$ cat config.mk
export PLATFORM = sky130hd
export DESIGN_NAME = eth_phy_10g
export DESIGN_NICKNAME = d
export VERILOG_FILES = /design/src/rtl/eth_phy_10g.sv
export SDC_FILE = /design/constraint.sdc
export NUM_CORES = 1
export LEC_CHECK = 0
export CAP_MARGIN = 10
export CORE_UTILIZATION = 29
export DETAILED_ROUTE_END_ITERATION = 8
export DONT_BUFFER_PORTS = 1
export PLACE_DENSITY = 0.48
export SETUP_SLACK_MARGIN = 0.2
export SLEW_MARGIN = 25
export SYNTH_ARGS = -nofsm -noshare
export SYNTH_HDL_FRONTEND = slang
export SYNTH_SLANG_ARGS = --single-unit
$ cat constraint.sdc
create_clock -name clk -period 3.9 [get_ports clk]
set_input_delay 1.17 -clock clk [delete_from_list [all_inputs] [get_ports clk]]
set_output_delay 1.17 -clock clk [all_outputs]
set_load 0.01 [all_outputs]
$ cat src/rtl/eth_phy_10g.sv
// 10GBASE-R PCS lite: 64b/66b encode/decode, block lock with bitslip, BER monitor.
// Optional scrambling via ETH_PHY_SCRAMBLER_EN (undefined: payload passes unscrambled).
module eth_phy_10g #(
    parameter int DATA_WIDTH          = 64,
    parameter int CTRL_WIDTH          = DATA_WIDTH / 8,
    parameter int HDR_WIDTH           = 2,
    parameter int BITSLIP_HIGH_CYCLES = 1,
    parameter int BITSLIP_LOW_CYCLES  = 8,
    parameter int COUNT_125US         = 125
) (
    input  logic                  clk,
    input  logic                  rst,
    input  logic [DATA_WIDTH-1:0] xgmii_txd,
    input  logic [CTRL_WIDTH-1:0] xgmii_txc,
    output logic [DATA_WIDTH-1:0] xgmii_rxd,
    output logic [CTRL_WIDTH-1:0] xgmii_rxc,
    output logic [DATA_WIDTH-1:0] serdes_tx_data,
    output logic [HDR_WIDTH-1:0]  serdes_tx_hdr,
    input  logic [DATA_WIDTH-1:0] serdes_rx_data,
    input  logic [HDR_WIDTH-1:0]  serdes_rx_hdr,
    output logic                  serdes_rx_bitslip,
    output logic                  tx_bad_block,
    output logic                  rx_bad_block,
    output logic [6:0]            rx_error_count,
    output logic                  rx_block_lock,
    output logic                  rx_high_ber,
    output logic                  rx_status
);

    localparam logic [1:0]  SYNC_DATA = 2'b01;
    localparam logic [1:0]  SYNC_CTRL = 2'b10;
    localparam logic [7:0]  TYPE_CTRL = 8'h1E;
    localparam logic [55:0] CODES_ERR = {8{7'h1E}};
    localparam logic [63:0] BLK_IDLE  = {56'd0, TYPE_CTRL};
    localparam logic [63:0] BLK_ERR   = {CODES_ERR, TYPE_CTRL};
    localparam logic [63:0] XG_IDLE   = {8{8'h07}};
    localparam logic [63:0] XG_ERR    = {8{8'hFE}};

    localparam int SLIP_TOTAL = BITSLIP_HIGH_CYCLES + BITSLIP_LOW_CYCLES;
    localparam int SLIP_W     = $clog2(SLIP_TOTAL + 1);
    localparam int TIMER_W    = $clog2(COUNT_125US);
    localparam logic [SLIP_W-1:0]  SLIP_HIGH = SLIP_W'(BITSLIP_HIGH_CYCLES);
    localparam logic [SLIP_W-1:0]  SLIP_LAST = SLIP_W'(SLIP_TOTAL - 1);
    localparam logic [TIMER_W-1:0] TIMER_END = TIMER_W'(COUNT_125US - 1);

    typedef enum logic [1:0] {
        ST_UNLOCKED,
        ST_SLIP,
        ST_LOCKED
    } state_t;

    // ---------------- TX encode ----------------
    logic [63:0] enc_data;
    logic [1:0]  enc_hdr;
    logic        enc_bad;
    logic [63:0] tx_payload;

    always_comb begin
        enc_hdr  = SYNC_CTRL;
        enc_data = BLK_ERR;
        enc_bad  = 1'b0;
        if (xgmii_txc == 8'h00) begin
            enc_hdr  = SYNC_DATA;
            enc_data = xgmii_txd;
        end else if (xgmii_txc == 8'hFF && xgmii_txd == XG_IDLE) begin
            enc_data = BLK_IDLE;
        end else if (!(xgmii_txc == 8'hFF && xgmii_txd == XG_ERR)) begin
            enc_bad = 1'b1;
        end
    end

`ifdef ETH_PHY_SCRAMBLER_EN
    logic [57:0] scr_state, scr_next, scr_s;
    logic [57:0] dsc_state, dsc_next, dsc_s;
    logic [63:0] scr_out, dsc_out;
    logic        scr_b;

    // Bit 0 goes on the wire first, so it is processed first.
    always_comb begin
        scr_out = '0;
        scr_s   = scr_state;
        scr_b   = 1'b0;
        for (int unsigned i = 0; i < 64; i++) begin
            scr_b      = enc_data[i] ^ scr_s[38] ^ scr_s[57];
            scr_out[i] = scr_b;
            scr_s      = {scr_s[56:0], scr_b};
        end
        scr_next = scr_s;
    end

    always_comb begin
        dsc_out = '0;
        dsc_s   = dsc_state;
        for (int unsigned i = 0; i < 64; i++) begin
            dsc_out[i] = serdes_rx_data[i] ^ dsc_s[38] ^ dsc_s[57];
            dsc_s      = {dsc_s[56:0], serdes_rx_data[i]};
        end
        dsc_next = dsc_s;
    end

    always_ff @(posedge clk) begin
        if (!rst) begin
            scr_state <= '1;
            dsc_state <= '1;
        end else begin
            scr_state <= scr_next;
            dsc_state <= dsc_next;
        end
    end

    assign tx_payload = scr_out;
    logic [63:0] rx_payload;
    assign rx_payload = dsc_out;
`else
    logic [63:0] rx_payload;
    assign tx_payload = enc_data;
    assign rx_payload = serdes_rx_data;
`endif

    always_ff @(posedge clk) begin
        if (!rst) begin
            serdes_tx_data <= '0;
            serdes_tx_hdr  <= SYNC_CTRL;
            tx_bad_block   <= 1'b0;
        end else begin
            serdes_tx_data <= tx_payload;
            serdes_tx_hdr  <= enc_hdr;
            tx_bad_block   <= enc_bad;
        end
    end

    // ---------------- RX decode ----------------
    logic        hdr_valid;
    logic [63:0] dec_rxd;
    logic [7:0]  dec_rxc;
    logic        dec_bad;

    assign hdr_valid = (serdes_rx_hdr == SYNC_DATA) || (serdes_rx_hdr == SYNC_CTRL);

    always_comb begin
        dec_rxd = XG_ERR;
        dec_rxc = '1;
        dec_bad = 1'b0;
        if (!rx_block_lock) begin
            dec_bad = 1'b0;
        end else if (serdes_rx_hdr == SYNC_DATA) begin
            dec_rxd = rx_payload;
            dec_rxc = '0;
        end else if (serdes_rx_hdr == SYNC_CTRL && rx_payload == BLK_IDLE) begin
            dec_rxd = XG_IDLE;
        end else if (!(serdes_rx_hdr == SYNC_CTRL && rx_payload == BLK_ERR)) begin
            dec_bad = 1'b1;
        end
    end

    always_ff @(posedge clk) begin
        if (!rst) begin
            xgmii_rxd    <= XG_IDLE;
            xgmii_rxc    <= '1;
            rx_bad_block <= 1'b0;
        end else begin
            xgmii_rxd    <= dec_rxd;
            xgmii_rxc    <= dec_rxc;
            rx_bad_block <= dec_bad;
        end
    end

    // ---------------- Frame sync ----------------
    state_t            state_q, state_d;
    logic [5:0]        sh_count_q, sh_count_d;
    logic [4:0]        sh_inv_q, sh_inv_d;
    logic [SLIP_W-1:0] slip_cnt_q, slip_cnt_d;
    logic [6:0]        err_cnt_q, err_cnt_d;

    always_ff @(posedge clk) begin
        if (!rst) begin
            state_q    <= ST_UNLOCKED;
            sh_count_q <= '0;
            sh_inv_q   <= '0;
            slip_cnt_q <= '0;
            err_cnt_q  <= '0;
        end else begin
            state_q    <= state_d;
            sh_count_q <= sh_count_d;
            sh_inv_q   <= sh_inv_d;
            slip_cnt_q <= slip_cnt_d;
            err_cnt_q  <= err_cnt_d;
        end
    end

    always_comb begin
        state_d           = state_q;
        sh_count_d        = sh_count_q;
        sh_inv_d          = sh_inv_q;
        slip_cnt_d        = slip_cnt_q;
        err_cnt_d         = err_cnt_q;
        serdes_rx_bitslip = 1'b0;
        case (state_q)
            ST_UNLOCKED: begin
                if (!hdr_valid) begin
                    sh_count_d = '0;
                    sh_inv_d   = '0;
                    slip_cnt_d = '0;
                    state_d    = ST_SLIP;
                end else if (sh_count_q == 6'd63) begin
                    sh_count_d = '0;
                    sh_inv_d   = '0;
                    state_d    = ST_LOCKED;
                end else begin
                    sh_count_d = sh_count_q + 6'd1;
                end
            end
            ST_SLIP: begin
                serdes_rx_bitslip = (slip_cnt_q < SLIP_HIGH);
                if (slip_cnt_q == SLIP_LAST) begin
                    slip_cnt_d = '0;
                    state_d    = ST_UNLOCKED;
                end else begin
                    slip_cnt_d = slip_cnt_q + 1'b1;
                end
            end
            ST_LOCKED: begin
                if (!hdr_valid && err_cnt_q != 7'd127) begin
                    err_cnt_d = err_cnt_q + 7'd1;
                end
                if (!hdr_valid && sh_inv_q == 5'd15) begin
                    sh_count_d = '0;
                    sh_inv_d   = '0;
                    slip_cnt_d = '0;
                    state_d    = ST_SLIP;
                end else begin
                    if (!hdr_valid) begin
                        sh_inv_d = sh_inv_q + 5'd1;
                    end
                    // Window end wins over the increment above.
                    if (sh_count_q == 6'd63) begin
                        sh_count_d = '0;
                        sh_inv_d   = '0;
                    end else begin
                        sh_count_d = sh_count_q + 6'd1;
                    end
                end
            end
            default: state_d = ST_UNLOCKED;
        endcase
    end

    assign rx_block_lock  = (state_q == ST_LOCKED);
    assign rx_error_count = err_cnt_q;

    // ---------------- BER monitor ----------------
    logic [TIMER_W-1:0] timer_q;
    logic [4:0]         ber_q, ber_inc;

    always_comb begin
        ber_inc = ber_q;
        if (!hdr_valid && ber_q != 5'd16) begin
            ber_inc = ber_q + 5'd1;
        end
    end

    always_ff @(posedge clk) begin
        if (!rst) begin
            timer_q     <= '0;
            ber_q       <= '0;
            rx_high_ber <= 1'b0;
        end else if (state_q != ST_LOCKED) begin
            timer_q <= '0;
            ber_q   <= '0;
        end else begin
            if (ber_inc == 5'd16) begin
                rx_high_ber <= 1'b1;
            end
            if (timer_q == TIMER_END) begin
                timer_q <= '0;
                ber_q   <= '0;
                if (ber_inc < 5'd16) begin
                    rx_high_ber <= 1'b0;
                end
            end else begin
                timer_q <= timer_q + 1'b1;
                ber_q   <= ber_inc;
            end
        end
    end

    assign rx_status = rx_block_lock & ~rx_high_ber;

endmodule

; ---- Yosys cells after proc, flatten, opt, wreduce, memory -nomap -nowiden
; Index checks and enable logic that the tools add are counted.
[totals]
ff_bits = 177
latch_bits = 0
mem_bits_rw = 0
mem_bits_ro = 0
in_bits = 140
out_inout_bits = 151
word_cells = 103
memories = 0
[classes]
n_addsub = 6
multipliers = 0
div = 0
n_lt_le_gt_ge = 2
n_eq_ne = 22
shifts = 0
mux = 33
bitwise = 4
n_reduce_logical = 21
[op_table]
columns = operator, n
row1 = $mux W64, 4
row2 = $eq A64 B5 Y1 const B, 1
row3 = $eq A64 B59 Y1 const B, 1
row4 = $eq A64 B62 Y1 const B, 1
row5 = $eq A64 B64 Y1 const B, 1
row6 = $mux W62, 1
row7 = $mux W5, 6
row8 = $mux W6, 3
row9 = $add A7 B1 Y7 const B, 2
row10 = $mux W4, 3
row11 = $pmux W4 S3, 1
row12 = $pmux W6 S2, 1
row13 = $add A5 B1 Y5 const B, 2
row14 = $mux W2, 5
row15 = $pmux W5 S2, 1
row16 = $reduce_and A3 Y1, 3
row17 = $eq A8 B8 Y1 const B, 1
row18 = $logic_not A8 Y1, 1
row19 = $mux W8, 1
row20 = $eq A7 B7 Y1 const B, 1
row21 = $logic_and A1 B1 Y1, 7
row22 = $ne A7 B7 Y1 const B, 1
row23 = $add A6 B1 Y6 const B, 1
row24 = $eq A6 B6 Y1 const B, 1
row25 = 25 further kinds, 38

; ---- Depth between registers and ports, before layout
[logic_depth]
ltp_word = 9
depth_mapped = 9
mapped_depth_nobuf = 8

; ---- Worst setup path before layout
; No wires, ideal clock.
[synth_timing]
path_type = input -> register
from = input serdes_rx_hdr[0]
to = register xgmii_rxd[35]
setup_ns = 0.115
t_arrival_ns = 2.681
required_time_ns = 3.785
slack_ns = 1.105
path_stages = 9
path_buffers = 2
path_cell_list = inv_1 ha_1 nor4b_2 nand4_1 or3_1 o41a_1 buf_4 buf_6 o21a_1
[synth_between]
elab_chain_cells = 5
elab_cells_between_ends = 6
classes_between = eq/ne (2) / mux (3) / reduce/logical (1)
[synth_lines]
columns = item, line
row1 = from (decl), 20  ; input logic [HDR_WIDTH-1:0] serdes_rx_hdr,
row2 = $eq A2 B2 Y1, 149  ; end else if (serdes_rx_hdr == SYNC_CTRL && rx_payload == BLK_IDLE) begin
row3 = $logic_and A1 B1 Y1, 149
row4 = $mux W64, 149
row5 = $mux W64 *, 146  ; end else if (serdes_rx_hdr == SYNC_DATA) begin
row6 = $mux W64 *, 144  ; if (!rx_block_lock) begin
row7 = to (signal assigned), 162  ; xgmii_rxd <= dec_rxd;
row8 = to (decl), 15  ; output logic [DATA_WIDTH-1:0] xgmii_rxd,
; Mark *: on every way between the ends. The rest lies on a longest branch, timed or not.
; A chain may end at the register's enable or synchronous reset.

; ---- Worst setup path after layout
[layout_timing]
from = register state_q[0]
to = output serdes_rx_bitslip
[layout_between]
elab_chain_cells = 2
[layout_lines]
columns = item, line
row1 = from (decl), 169  ; state_t state_q, state_d;
row2 = from (signal assigned), 183  ; state_q <= state_d;
row3 = $eq A2 B1 Y1, 198  ; case (state_q)
row4 = $mux W1, 198
row5 = to (decl), 21  ; output logic serdes_rx_bitslip,
; No other way between the ends.

==> qor.csv <==
stage,metric,value,unit
detailed_routing,DR vias,4378,
final_layout,share of cells above drive strength 1,0.1010,
clocking,Post-CTS Setup Inserts,0,
outcome,status,"finished, final reports clean",
yosys,Post-Syn Nets,755,
detailed_routing,TritonRoute pass-1 iters,4,
power_and_ir_drop,Peak supply drop,0.2323,mV
final_layout,"commonest non-fill, non-tap cell in the layout",dfxtp_1,
clocking,clock transition at the registers of the reported paths,0.06,ns
yosys,Ys Warns,0,
grt,first-pass GRT wire length,24.80,mm
place,Port Buf Inserts,0,
final_layout,Diodes inserted,0,
critical_path,CP Launch Point,state_q[0],
power_and_ir_drop,leak pwr,2.632,nW
place,Detail Placement HPWL,12.49,mm
detailed_routing,Routed Antenna Nets,0,
place,dpl cells,843,
place,final RePlAce weighted congestion,0.7993,
final_layout,Multi-input gate area,2489,um2
yosys,"FFs w/ async S/R, synth",0,
floorplan,std cell rows,52,
critical_path,Reg2Reg Launch Point,state_q[0],
critical_path,CP startpoint kind,flip-flop,
yosys,"EDFF count, synth",0,
clocking,post_cts resized,0,
yosys,Mapped Cells,602,
worst_hold_path,HP Start,timer_q[0],
timing,clk_skew,0.008618,ns
yosys,share of the synthesized area in the top cell type,0.5565,
yosys,top_reg_cell synth,dfxtp_1,
timing,Tcrit/Tclk final,0.8150,
yosys,ranking of synthesized cells by area,"dfxtp_1 (56%), o21a_1 (4.9%), a21o_1 (4.2%)",
yosys,post-synth cell types,50,
detailed_routing,final WL,16.53,mm
critical_path,r2r setup slk,1.62,ns
timing,crit path time final,3.179,ns
final_layout,Fillers,2094,
clocking,TritonCTS Buffers,17,
clocking,hold buffer count at CTS,0,
timing,RSZ-0062 raised after global routing,false,
power_and_ir_drop,pwr dens,538.4,nW/um2
critical_path,CP cell instances,"nand2b_1, nor4b_1",
critical_path,critical path class,flip-flop to output port,
power_and_ir_drop,final total power,3.739,mW
floorplan,die height,147.2,um
yosys,Avg Inst Size Synth,10.16,um2
detailed_routing,DRC violation total after the first TritonRoute iteration,128,
timing,Rel. slew slack,0.4249,
job,Max-Cap Viols,0,
critical_path,crit path DAT,2.01,ns
floorplan,die area,21670,um2
grt,pin count of the biggest net entering global routing,63,
final_layout,post-route insts no fill,874,
timing,final hold vios,0,
critical_path,Worst Path Required,2.73,ns
yosys,synthesized area,6116,um2
floorplan,I/O pin count,291,
yosys,"FF+latch count, synth",170,
clocking,CTS H-tree lvls,4,
timing,Slew @ Worst Pin,0.8626,ns
final_layout,Reg area,3403,um2
grt,vias in the first global route,4598,
floorplan,Die Span X,147.2,um
critical_path,"slowest stage delay, CP",0.71,ns
yosys,largest area contributor in the netlist,dfxtp_1,
detailed_routing,vias per std cell,5.009,
grt,gr usage total,0.1497,
grt,antenna violations before repair,0,
final_layout,Layout area overhead,13.54,%
timing,FMAX,0.3146,GHz
clocking,Worst-Skew Late Latency,0.42,ns
grt,gr ovfl total,0,
timing,"Slew Viols, Final",0,
clocking,Sink Count,170,
timing,"Setup violations, final",0,
yosys,sequential-to-total area share from yosys stat,0.5565,
floorplan,Initial Util,0.2994,
floorplan,CORE AREA,20430,um2
critical_path,crit path max fanout,20,
clocking,TritonCTS clock tree,yes,
detailed_routing,wire per inst,18.91,um
worst_hold_path,Hold WC Path Type,flip-flop to flip-flop,
final_layout,most frequent cells in the layout,"dfxtp_1 (170), nor2_1 (42), nand2_1 (41), o21a_1 (40), a21o_1 (34)",
clocking,clk buf depth,2,
clocking,Clock Tree Root,clkbuf_16,
detailed_routing,DRC,0,
final_layout,Final #Nets,745,
critical_path,slowest cell on the critical path,dfxtp_1,
critical_path,Setup crit end kind,output port,
timing,TNS Setup,0,ns
[final cells by class]
type,instances,area share
Clock inverter,13,0.02559
Sequential cell,170,0.4901
Multi-Input combinational cell,381,0.3584
Clock buffer,18,0.06324
Tap cell,270,0.04865
Timing Repair Buffer,4,0.004324
Inverter,18,0.009730
[per-stage QoR]
step                      setup WS (ns)  area (um2)    util  hold slack (ns)
after CTS                        0.6665        6944  0.3399           0.4788
after global placement           0.5741        6327  0.3097           0.4460
final                            0.7215        6944  0.3399           0.4716
after floorplan                   1.105        6116       -           0.4297
after detailed placement         0.5334        6327  0.3097           0.4643
after global routing             0.5658        6944  0.3399           0.5117
[registers in the layout, indices dropped and copies added, names as in the netlist, 2 cells and up]
signal	count
serdes_tx_data	64
xgmii_rxd	64
rx_error_count	7
timer_q	7
sh_count_q	6
ber_q	5
sh_inv_q	5
slip_cnt_q	4
serdes_tx_hdr	2
state_q	2
[metal layers]
| layer | wire (um) | share of wire | vias to the layer above | track usage |
|---|---|---|---|---|
| li1 | - | - | 2090 | - |
| met1 | 6111 | 0.37 | 2045 | 0.1505 |
| met2 | 8593 | 0.52 | 227 | 0.2755 |
| met3 | 1631 | 0.099 | 16 | 0.06615 |
| met4 | 191 | 0.012 | 0 | 0.04536 |
| met5 | 0 | 0 | - | 0 |
[path summary, 6_finish.rpt]
path,to,cells past startpoint
setup / recovery,serdes_rx_bitslip,2
hold / removal,timer_q[0],1
setup reg to reg,xgmii_rxd[58],4
hold reg to reg,timer_q[0],1
[cell usage after synthesis, drive strengths merged (10+ instances only)]
library cell and n:
dfxtp 170, nor2 43, nand2 41, o21a 40, a21o 34, nand4 31, and2 30, nor4 26
clkbuf 20, inv 18, or2 17, a21oi 14, buf 13, ha 13, xor2 11, xnor2 10
[cells by family (layout without fill, tap and decap cells)]
group                    count (synthesis)  after routing  share of synthesized area
buffers and inverters                   51             53                    0.03867
adder cells (fa/ha/maj)                 13             13                    0.02660
multiplexers                             3              3                   0.004910
flip-flops                             170            170                     0.5565
AND/OR/NAND/NOR                        236            236                     0.2150
XOR/XNOR                                21             21                    0.03007
AO/OA/AOI/OAI                          108            108                     0.1283
[where the power goes]
| part | switching [mW] | internal, mW | total (mW) |
|---|---|---|---|
| Combinational | 0.0666 | 0.0586 | 0.125 |
| Clock | 0.724 | 1.04 | 1.76 |
| Sequential | 0.0593 | 1.79 | 1.85 |
[worst max-delay path, delay by kind of cell (launching register included)]
| family | cells | cell delay (ns) |
|---|---|---|
| flip-flops | 1 | 0.71 |
| AND/OR/NAND/NOR | 2 | 0.87 |
Note: power is estimated with default switching activity, not from simulation.
